--- config.mk ---
export PLATFORM = sky130hd
export DESIGN_NAME = mem_arbiter
export DESIGN_NICKNAME = d
export VERILOG_FILES = /design/src/rtl/mem_arbiter.sv
export SDC_FILE = /design/constraint.sdc
export NUM_CORES = 1
export LEC_CHECK = 0
export ABC_AREA = 1
export ABC_CLOCK_PERIOD_IN_PS = 4750
export BUFFER_PORTS_ARGS = -buffer_cell sky130_fd_sc_hd__buf_4
export CORE_MARGIN = 3
export CORE_UTILIZATION = 35
export DETAILED_ROUTE_END_ITERATION = 10
export SETUP_SLACK_MARGIN = 0.05
export SLEW_MARGIN = 20
export SYNTH_ARGS = -nofsm -noshare
export SYNTH_HDL_FRONTEND = slang
export SYNTH_SLANG_ARGS = --single-unit
--- constraint.sdc ---
create_clock -name clk -period 4.75 [get_ports clk]
set_clock_uncertainty 0.05 [all_clocks]
set_input_delay 0.7125 -clock clk [delete_from_list [all_inputs] [get_ports clk]]
set_output_delay 0.7125 -clock clk [all_outputs]
set_load 0.02 [all_outputs]
--- src/rtl/mem_arbiter.sv ---
// Two-requester round-robin arbiter in front of a single-port memory, one transaction in flight.
// Latency: write response 2 cycles after acceptance, read response 2+RD_LAT cycles after acceptance.
// Backpressure: rN_ready is only offered in IDLE; requests are held off for the whole transaction.
module mem_arbiter #(
    parameter int ADDR_W = 4,
    parameter int DATA_W = 8,
    parameter int RD_LAT = 1
) (
    input  logic              clk,
    input  logic              rst,
    input  logic              r0_valid,
    output logic              r0_ready,
    input  logic              r0_we,
    input  logic [ADDR_W-1:0] r0_addr,
    input  logic [DATA_W-1:0] r0_wdata,
    output logic              r0_rsp_valid,
    output logic [DATA_W-1:0] r0_rsp_rdata,
    input  logic              r1_valid,
    output logic              r1_ready,
    input  logic              r1_we,
    input  logic [ADDR_W-1:0] r1_addr,
    input  logic [DATA_W-1:0] r1_wdata,
    output logic              r1_rsp_valid,
    output logic [DATA_W-1:0] r1_rsp_rdata,
    output logic [ADDR_W-1:0] address,
    output logic              write_en,
    output logic              read_en,
    output logic [DATA_W-1:0] data_wr,
    input  logic [DATA_W-1:0] data_rd,
    output logic              busy
);

    typedef enum logic [1:0] {IDLE, ISSUE, WAIT, RESP} state_t;

    state_t            state;
    logic              prio;
    logic              own;
    logic              we_q;
    logic [2:0]        cnt;

    logic              gnt1;
    logic              acc;
    logic              we_sel;
    logic [ADDR_W-1:0] addr_sel;
    logic [DATA_W-1:0] wdata_sel;

    // r1 wins when it is the only requester or when it holds priority.
    assign gnt1      = r1_valid && (!r0_valid || prio);
    assign r1_ready  = rst && (state == IDLE) && gnt1;
    assign r0_ready  = rst && (state == IDLE) && r0_valid && !gnt1;
    assign acc       = r0_ready || r1_ready;
    assign we_sel    = gnt1 ? r1_we    : r0_we;
    assign addr_sel  = gnt1 ? r1_addr  : r0_addr;
    assign wdata_sel = gnt1 ? r1_wdata : r0_wdata;
    assign busy      = (state != IDLE);

    always_ff @(posedge clk or negedge rst) begin
        if (!rst) begin
            state        <= IDLE;
            prio         <= 1'b0;
            own          <= 1'b0;
            we_q         <= 1'b0;
            cnt          <= '0;
            address      <= '0;
            write_en     <= 1'b0;
            read_en      <= 1'b0;
            data_wr      <= '0;
            r0_rsp_valid <= 1'b0;
            r1_rsp_valid <= 1'b0;
            r0_rsp_rdata <= '0;
            r1_rsp_rdata <= '0;
        end else begin
            case (state)
                IDLE: begin
                    if (acc) begin
                        state    <= ISSUE;
                        own      <= gnt1;
                        we_q     <= we_sel;
                        prio     <= !gnt1;
                        address  <= addr_sel;
                        write_en <= we_sel;
                        read_en  <= !we_sel;
                        data_wr  <= we_sel ? wdata_sel : '0;
                    end
                end
                ISSUE: begin
                    address  <= '0;
                    write_en <= 1'b0;
                    read_en  <= 1'b0;
                    data_wr  <= '0;
                    if (we_q) begin
                        state <= RESP;
                        if (own) begin
                            r1_rsp_valid <= 1'b1;
                            r1_rsp_rdata <= '0;
                        end else begin
                            r0_rsp_valid <= 1'b1;
                            r0_rsp_rdata <= '0;
                        end
                    end else begin
                        state <= WAIT;
                        cnt   <= 3'(RD_LAT);
                    end
                end
                WAIT: begin
                    cnt <= cnt - 3'd1;
                    // Memory data is valid on the final WAIT cycle only.
                    if (cnt == 3'd1) begin
                        state <= RESP;
                        if (own) begin
                            r1_rsp_valid <= 1'b1;
                            r1_rsp_rdata <= data_rd;
                        end else begin
                            r0_rsp_valid <= 1'b1;
                            r0_rsp_rdata <= data_rd;
                        end
                    end
                end
                RESP: begin
                    state        <= IDLE;
                    r0_rsp_valid <= 1'b0;
                    r1_rsp_valid <= 1'b0;
                end
                default: state <= IDLE;
            endcase
        end
    end

endmodule

==> impl_metrics.ini, run 1 <==
[placement]
gp_congestion = 0.764
dpl_worst_slack_ns = 2.23
place_hpwl_um = 3780
numPortBuffers = 72
dp.cells = 427
placed_area_mm2 = 0.00274

[sta]
finalHoldViolCount = 0
worstMarginPinSlew_ns = 0.519
period_share = 0.519
rsz0062_at_grt = false
fin_tns_setup_ns = 0
max_freq_mhz = 406
maxSlewHeadroom = 0.654
setup_viol = 0
finalWorstSetupSlack_ns = 2.28
finalMaxSlewViolations = 0
period_needed_ns = 2.47

[synthesis]
synth-compound-area-share = 0.0841
synth_cells = 289
yosysTopAreaCellShare = 0.461
ys_seq_area_frac = 0.461
synth_xor_xnor_area_share = 0
yosys-top-cells-area = dfrtp_1 (46%), nand2_1 (20%), inv_1 (7.1%)
synth_top_family_by_area = simple AND/OR/NAND/NOR gates
synth_cell_types = 25
synthAdderAreaFrac = 0.0403
ys_ff_latch = 40
synth_area_per_cell_um2 = 7.51
synth-simple-area-share = 0.304
muxShareOfSynthArea = 0
syn-cell-area_mm2 = 0.00217
syn-num-nets = 334
yosys_warnings = 0
yosysTopAreaCell = dfrtp_1

[layout]
post-route-cell-area_mm2 = 0.00285
finalNetCount = 404
mostFrequentLayoutCell = nand2_1
fillers = 612
diodes = 0
fin_util = 0.478
drive_gt1_frac = 0.261
instances_no_fill = 435
syn2layout_area_growth_pct = 31.2
mostFrequentLayoutCells = nand2_1 (115), buf_4 (72), inv_1 (41)

[clock_tree]
postCtsSetupRepairBufs = 0
hold_buffers = 0
htreeDepth = 2
cts_inserted_buffers = 5
cts_resized = 0
clkLatencyLatePin_ns = 0.29
clockRootBuffer = clkbuf_8
cts_tree = yes
clock-sinks = 40
cts_max_path_buffers = 2
clk_pin_slew_ns = 0.08

[worst_setup_path]
rr_worst_depth = 7
path_class = in2out
cp-end-kind = output pin
required_ns = 3.99
crit_arrival_ns = 1.70
timing.rr.end = r1_rsp_rdata[0]
crit_path_start_kind = primary input
reg2reg_slack_ns = 2.69
path_max_fanout = 41
timing.rr.start = state[0]

[drt]
vias = 1917
dr.pass1.iters = 4
routedWlPerCell_um = 11.2
drtIter0Drc = 72
drc = 0
ant_nets = 0
drt_wl_total_um = 4860
viasPerCell = 4.41

[grt]
top_usage_layer = met2
grt_pass1_vias = 1950
overflow = 0
grt_usage = 0.148
use_met3 = 0.0599
antenna_found_initial = 0
grt_util_met1 = 0.185
grt_pass1_wl_um = 8690
grtUsageMet2 = 0.242
grt_max_degree = 42

[die]
dieHeight_um = 84.8
start_util = 0.364
rows = 28
core_area_mm2 = 0.00596
dieArea_mm2 = 0.00718
pin_count = 73
fp.dieW_um = 84.8

[job]
cap_viol_max_count = 0

[hold_path]
hp-class = in2async

[power_and_ir_drop]
p_per_area_mw_per_mm2 = 623
vdd_drop_max_v = 0.000251
leakage_nw = 1.70

[outcome]
status = complete, no violations
[worst max path at each step]
stage	start	end	slack, ns	cells after the start
after floorplan	r0_valid	r0_ready	2.64	5
after global placement	rst	r0_ready	2.23	6
after detailed placement	rst	r0_ready	2.23	6
after CTS	rst	r0_ready	2.23	6
after global routing	rst	r0_ready	2.10	6
final	rst	r0_ready	2.28	6
[sequential cells by signal (all words and copies together), names as in the netlist]
name and flops:
own 1, r1_rsp_valid 1, prio 1, r0_rsp_rdata 8, r1_rsp_rdata 8, write_en 1, r0_rsp_valid 1, data_wr 8
read_en 1, we_q 1, state 2, cnt 3, address 4
[final cells by class]
cell class | count | area, um2 | area share
multi-input cells | 196 | 931 | 0.327
well taps | 75 | 93.8 | 0.0330
clock buffers | 5 | 68.8 | 0.0242
clock inverters | 3 | 42.5 | 0.0149
repair buffers | 72 | 541 | 0.190
flip-flops and latches | 40 | 1000 | 0.351
inverters | 44 | 170 | 0.0598
[critical path, cell delays in order]
cell and delay [ns]:
buf_4 0.41, nand2_1 0.13, inv_2 0.10, nand2_2 0.08, nor2_1 0.11, buf_4 0.15
[kinds of logic after synthesis]
family	count (synthesis)
AND/OR/NAND/NOR	156
AO/OA/AOI/OAI	33
flip-flops	40
adder cells (fa/ha/maj)	7
buffers and inverters	53
[metrics by stage]
step | total power, W | hold slack (ns)
final | 0.00177 | 0.338
after global routing | 0.00195 | 0.373
after CTS | 0.00180 | 0.354
after detailed placement | 0.00153 | 0.424
after global placement | 0.00151 | 0.415
after floorplan | 0.00123 | 0.367
[cell usage after synthesis]
cell type and number:
nand2_1 115, inv_1 41, dfrtp_1 40, o21ai_0 20, nand3_1 15, nor2_1 13
o21ai_1 8, ha_1 7, buf_6 4, nand2_2 4, a21oi_1 3, clkbuf_1 3
inv_2 2, nand3_2 2, nor2_2 2, and2_1 1, buf_2 1, buf_4 1
clkinv_4 1, nand2_4 1, nand3_4 1, nor3_1 1, nor3b_1 1, o211ai_4 1
o22ai_1 1
[power by group]
group / switching [W] / leakage [nW] / internal (W)
Sequential: 0.0000891 / 0.516 / 0.000479
Clock: 0.000117 / 0.0541 / 0.000155
Combinational: 0.000602 / 1.13 / 0.000333
[metal layers]
metal  wire length [um]  share of wire
met1               2190           0.45
met2               2190           0.45
met3                440          0.090
met4                 44         0.0090
met5                  0              0
Power figures use the tool's default switching activity.
==> run 2: changes to the inputs <==
Settings changed: ABC_AREA 1 to 0, ABC_CLOCK_PERIOD_IN_PS 4750 to 2500.
Clock period 4.75 ns to 2.5 ns, I/O delays scaled along.
==> impl_metrics.ini, run 2 <==
[worst_setup_path]
crit_arrival_ns = 2.25
path_max_fanout = 18
crit_path_start_kind = primary input
path_class = in2reg
reg2reg_slack_ns = 0.40
required_ns = 2.63
cp-end-kind = register

[synthesis]
synth-compound-area-share = 0.140
synth_cells = 210
synth_cell_types = 34
yosys-top-cells-area = dfrtp_1 (49%), nand2_1 (8.1%), mux2i_1 (6.9%)
synth_top_family_by_area = simple AND/OR/NAND/NOR gates
synth_area_per_cell_um2 = 9.73
syn-num-nets = 255
yosys_warnings = 0
yosysTopAreaCell = dfrtp_1
synth_xor_xnor_area_share = 0
ys_ff_latch = 40
synthAdderAreaFrac = 0.0429
synth-async-reset-ratio = 1.00
syn-cell-area_mm2 = 0.00204
yosysTopAreaCellShare = 0.490
yosysMostFrequentCell = nand2_1
muxShareOfSynthArea = 0.113
synth-simple-area-share = 0.156
synth_edf_count = 0
synth_common_cells = nand2_1 (44), dfrtp_1 (40), o21ai_0 (22), inv_1 (15), mux2i_1 (14)
synthFlopType = dfrtp_1
ys_seq_area_frac = 0.490

[drt]
top_layer = met4
wl_met2_um = 2130
vias = 1712
route.met3.wl_um = 385
routedWlPerCell_um = 13.2
dr.pass1.iters = 4
drtIter0Drc = 65
ant_nets = 0
wl_met1_um = 2170
drt_wl_total_um = 4720
viasPerCell = 4.80
drc = 0

[die]
core_area_mm2 = 0.00557
dieHeight_um = 82.4
rows = 27
dieArea_mm2 = 0.00679
start_util = 0.367
pin_count = 73
fp.dieW_um = 82.4

[power_and_ir_drop]
finalPower_w = 0.00361
vdd_drop_max_v = 0.000534
leakage_nw = 1.40
p_per_area_mw_per_mm2 = 1300

[grt]
antenna_found_initial = 0
grt_usage = 0.145
grt_max_degree = 29
grt_pass1_vias = 1673
overflow = 0
grt_pass1_wl_um = 7620

[placement]
numPortBuffers = 72
gp_congestion = 0.738
place_hpwl_um = 3540
dp.cells = 348

[layout]
drive_gt1_frac = 0.337
syn2layout_area_growth_pct = 35.9
multi_input_area_um2 = 923
top_regs = data_wr x8, r0_rsp_rdata x8, r1_rsp_rdata x8
instances_no_fill = 357
finalNetCount = 329
fillers = 549
diodes = 0
mostFrequentLayoutCell = buf_4
mostFrequentLayoutCells = buf_4 (76), nand2_1 (44), dfrtp_1 (40)
seq_area_mm2 = 0.00100

[sta]
period_needed_ns = 2.12
worstMarginPinSlew_ns = 0.611
period_share = 0.848
finalMaxSlewViolations = 0
finalHoldViolCount = 0
setup_viol = 0
fin_tns_setup_ns = 0
maxSlewHeadroom = 0.592
max_freq_mhz = 472
rsz0062_at_grt = false

[job]
cap_viol_max_count = 0

[clock_tree]
clock-sinks = 40
clockRootBuffer = clkbuf_8
clkLatencyLatePin_ns = 0.29
cts_tree = yes
htreeDepth = 2
cts_max_path_buffers = 2
cts_inserted_buffers = 5
postCtsSetupRepairBufs = 0
clk_pin_slew_ns = 0.08

[outcome]
status = complete, no violations

[hold_path]
hp-class = in2reg
## run 2: changes by cell type after synthesis, moves of 5 or more
| cell | change |
|---|---|
| nand2_1 | -71 |
| nand3_1 | -5 |
| inv_1 | -26 |
| nor2_1 | -9 |
| mux2_2 | +8 |
| nor2b_1 | +5 |
| mux2i_1 | +14 |
## run 2: final timing paths
path,from,end,cells after the start
worst max-delay path,rst,data_wr[5],6
worst min-delay path,data_rd[0],r0_rsp_rdata[0],3
worst max register to register,state[1],r1_rsp_rdata[7],5
worst min register to register,write_en,write_en,2
max in group asynchronous,rst,r1_rsp_rdata[5],3
min in group asynchronous,rst,r0_rsp_rdata[7],2
## run 2: report_power, final
part	internal [W]	leakage, nW	switching, W	total [W]
sequential	0.000958	0.520	0.000202	0.00116
clock	0.000352	0.0645	0.000219	0.000571
combinational	0.000803	0.814	0.00108	0.00188
total	0.00211	1.40	0.00150	0.00361
## run 2: final cells by class
cell class / instances / area share
clock inverters: 1 / 0.0108
multi-input cells: 145 / 0.332
clock buffers: 7 / 0.0347
flip-flops and latches: 40 / 0.360
inverters: 15 / 0.0203
repair buffers: 77 / 0.209
well taps: 72 / 0.0324
## run 2: worst max-delay path: stages
cell	delay, ns
dlygate4sd3_1	0.56
buf_4	0.22
o211a_1	0.19
a21oi_2	0.30
buf_4	0.25
mux2_2	0.34
## run 2: kinds of logic after synthesis
family | Yosys count
buffers and inverters | 25
adders and majority gates | 7
DFF | 40
muxes | 22
AOI/OAI and AO/OA | 46
and+or+nand+nor | 70
## run 2: per-layer routing
layer / GRT usage / up-vias
met2: 0.228 / 57
met1: 0.188 / 798
met4: 0.0399 / 0
met5: 0 / -
met3: 0.0521 / 4
li1: - / 853
## run 2: metrics by stage
stage	hold slack, ns	cell area [um2]	setup slack, ns	util
after global placement	0.194	2640	0.467	0.474
after detailed placement	0.199	2640	0.395	0.474
after floorplan	0.0294	2040	0.612	-
final	0.269	2780	0.381	0.498
after CTS	0.261	2780	0.384	0.498
after global routing	0.265	2780	0.201	0.498
## run 2: repair_timing
item | 4_1_cts | 5_1_grt
hold buffers | 1 | 0
gates resized for setup | 0 | 0
setup endpoints to repair | 0 | 0
hold endpoints to repair | 12 | 0
==> run 3: changes to the inputs <==
Settings changed: ABC_CLOCK_PERIOD_IN_PS 2500 to 1700.
Clock period 2.5 ns to 1.7 ns, I/O delays scaled along.
==> impl_metrics.ini, run 3 (synthesis gave the netlist of run 2 again) <==
[outcome]
status = finished with violations
violations = negative setup slack

[grt]
grt_max_degree = 32
grt_pass1_vias = 1788
grt_pass1_wl_um = 8360
antenna_found_initial = 0
grt_usage = 0.161
overflow = 0

[drt]
drtIter0Drc = 53
drc = 0
vias = 1746
routedWlPerCell_um = 13.3
drt_wl_total_um = 5040
ant_nets = 0
viasPerCell = 4.62
dr.pass1.iters = 4

[die]
core_area_mm2 = 0.00557
dieHeight_um = 82.4
rows = 27
start_util = 0.367
pin_count = 73
dieArea_mm2 = 0.00679
fp.dieW_um = 82.4

[sta]
finalHoldViolCount = 0
worstMarginPinSlew_ns = 0.425
maxSlewHeadroom = 0.715
fin_tns_setup_ns = -0.203
max_freq_mhz = 573
setup_viol = 13
finalWorstSetupSlack_ns = -0.0448
period_needed_ns = 1.74
rsz0062_at_grt = true
period_share = 1.03
finalMaxSlewViolations = 0

[layout]
syn2layout_area_growth_pct = 51.1
post-route-cell-area_mm2 = 0.00309
finalNetCount = 350
drive_gt1_frac = 0.431
mostFrequentLayoutCells = buf_4 (89), nand2_1 (43), dfrtp_1 (40)
fillers = 521
diodes = 0
mostFrequentLayoutCell = buf_4
top_regs = data_wr x8, r0_rsp_rdata x8, r1_rsp_rdata x8

[clock_tree]
clk_pin_slew_ns = 0.08
cts_max_path_buffers = 2
cts_tree = yes
cts_inserted_buffers = 5
clockRootBuffer = clkbuf_8
htreeDepth = 2
clkLatencyLatePin_ns = 0.29
clock-sinks = 40

[power_and_ir_drop]
p_per_area_mw_per_mm2 = 1940
leakage_nw = 1.54
vdd_drop_max_v = 0.000919

[worst_setup_path]
path_max_fanout = 5
timing.rr.end = data_wr[0]
crit_arrival_ns = 1.88
worst-path-buf-inv = 3
rr_worst_depth = 7
timing.rr.start = state[0]
cpPeakStageDelay_ns = 0.40
cp_cell_sequence = inv_2 > ha_4 > buf_6 > o211a_4 > a21oi_4 > clkbuf_16 > mux2_2
crit_family = flip-flops
path_class = reg2reg
cp-end-kind = register
required_ns = 1.84
crit_path_start_kind = register
worstSetupPathDepth = 7
cp_slowest_cell = dfrtp_1
reg2reg_slack_ns = -0.04

[placement]
placed_area_mm2 = 0.00277
place_hpwl_um = 3650
numPortBuffers = 72
gp_congestion = 0.802

[job]
cap_viol_max_count = 0

[hold_path]
hp-class = in2async
-- run 3: cell count changes in the layout (fill, tap and decap cells not counted), moves of 3 or more --
cell	previous run	this run
mux2_2	8	2
inv_2	0	3
ha_1	7	4
buf_4	76	89
inv_1	15	12
mux2_4	0	6
nor2b_1	5	2
buf_6	0	6
-- run 3: worst reg2reg max path, stage by stage (launching register included) --
cell       delay [ns]
dfrtp_1          0.40
inv_2            0.08
ha_4             0.17
buf_6            0.12
o211a_4          0.14
a21oi_4          0.17
clkbuf_16        0.18
mux2_2           0.32
-- run 3: routing by layer --
| metal | routed length, um | global-route usage | vias to the layer above |
|---|---|---|---|
| met5 | 0 | 0 | - |
| met4 | 47 | 0.0532 | 0 |
| met3 | 421 | 0.0521 | 5 |
| met2 | 2360 | 0.262 | 57 |
| met1 | 2210 | 0.200 | 784 |
| li1 | - | - | 900 |
-- run 3: how the worst max path moves through the flow --
stage | slack, ns | from | endpoint
floorplan | 0.03 | state[1] | r1_rsp_rdata[4]
global placement | -0.03 | state[1] | data_wr[0]
CTS | -0.02 | state[1] | r1_rsp_rdata[7]
finish | -0.04 | state[0] | data_wr[0]
global route | -0.11 | state[1] | r1_rsp_rdata[7]
detailed placement | -0.09 | state[0] | r1_rsp_rdata[7]
-- run 3: final cells by class --
type	count	area, um2	share of cell area
Multi-Input combinational cell	145	1030	0.334
Sequential cell	40	1000	0.324
Timing Repair Buffer	98	791	0.256
Tap cell	72	90.1	0.0292
Clock buffer	5	68.8	0.0223
Inverter	15	56.3	0.0182
Clock inverter	3	47.5	0.0154
-- run 3: repair_timing --
item	4_1_cts	5_1_grt
hold buffers	1	0
pin swaps	2	2
cloned	0	1
gates resized for setup	14	12
setup buffers	7	2
hold endpoints to repair	9	0
endpoints found under the setup margin	28	37
-- run 3: where the power goes --
group	internal [W]	switching [W]	leakage (nW)
Clock	0.000442	0.000356	0.0583
Sequential	0.00141	0.000300	0.520
Combinational	0.00171	0.00177	0.963
Total	0.00356	0.00243	1.54
-- run 3: stage by stage --
stage                     utilization  std cells  hold slack, ns  setup WS [ns]  total power, W
after floorplan                     -        210         -0.0906         0.0314         0.00363
after global placement          0.496        359          0.0605        -0.0344         0.00478
after detailed placement        0.496        359          0.0602        -0.0870         0.00484
after CTS                       0.539        375          0.0392        -0.0189         0.00583
after global routing            0.554        378          0.0643         -0.115         0.00646
final                           0.554        378          0.0340        -0.0448         0.00599
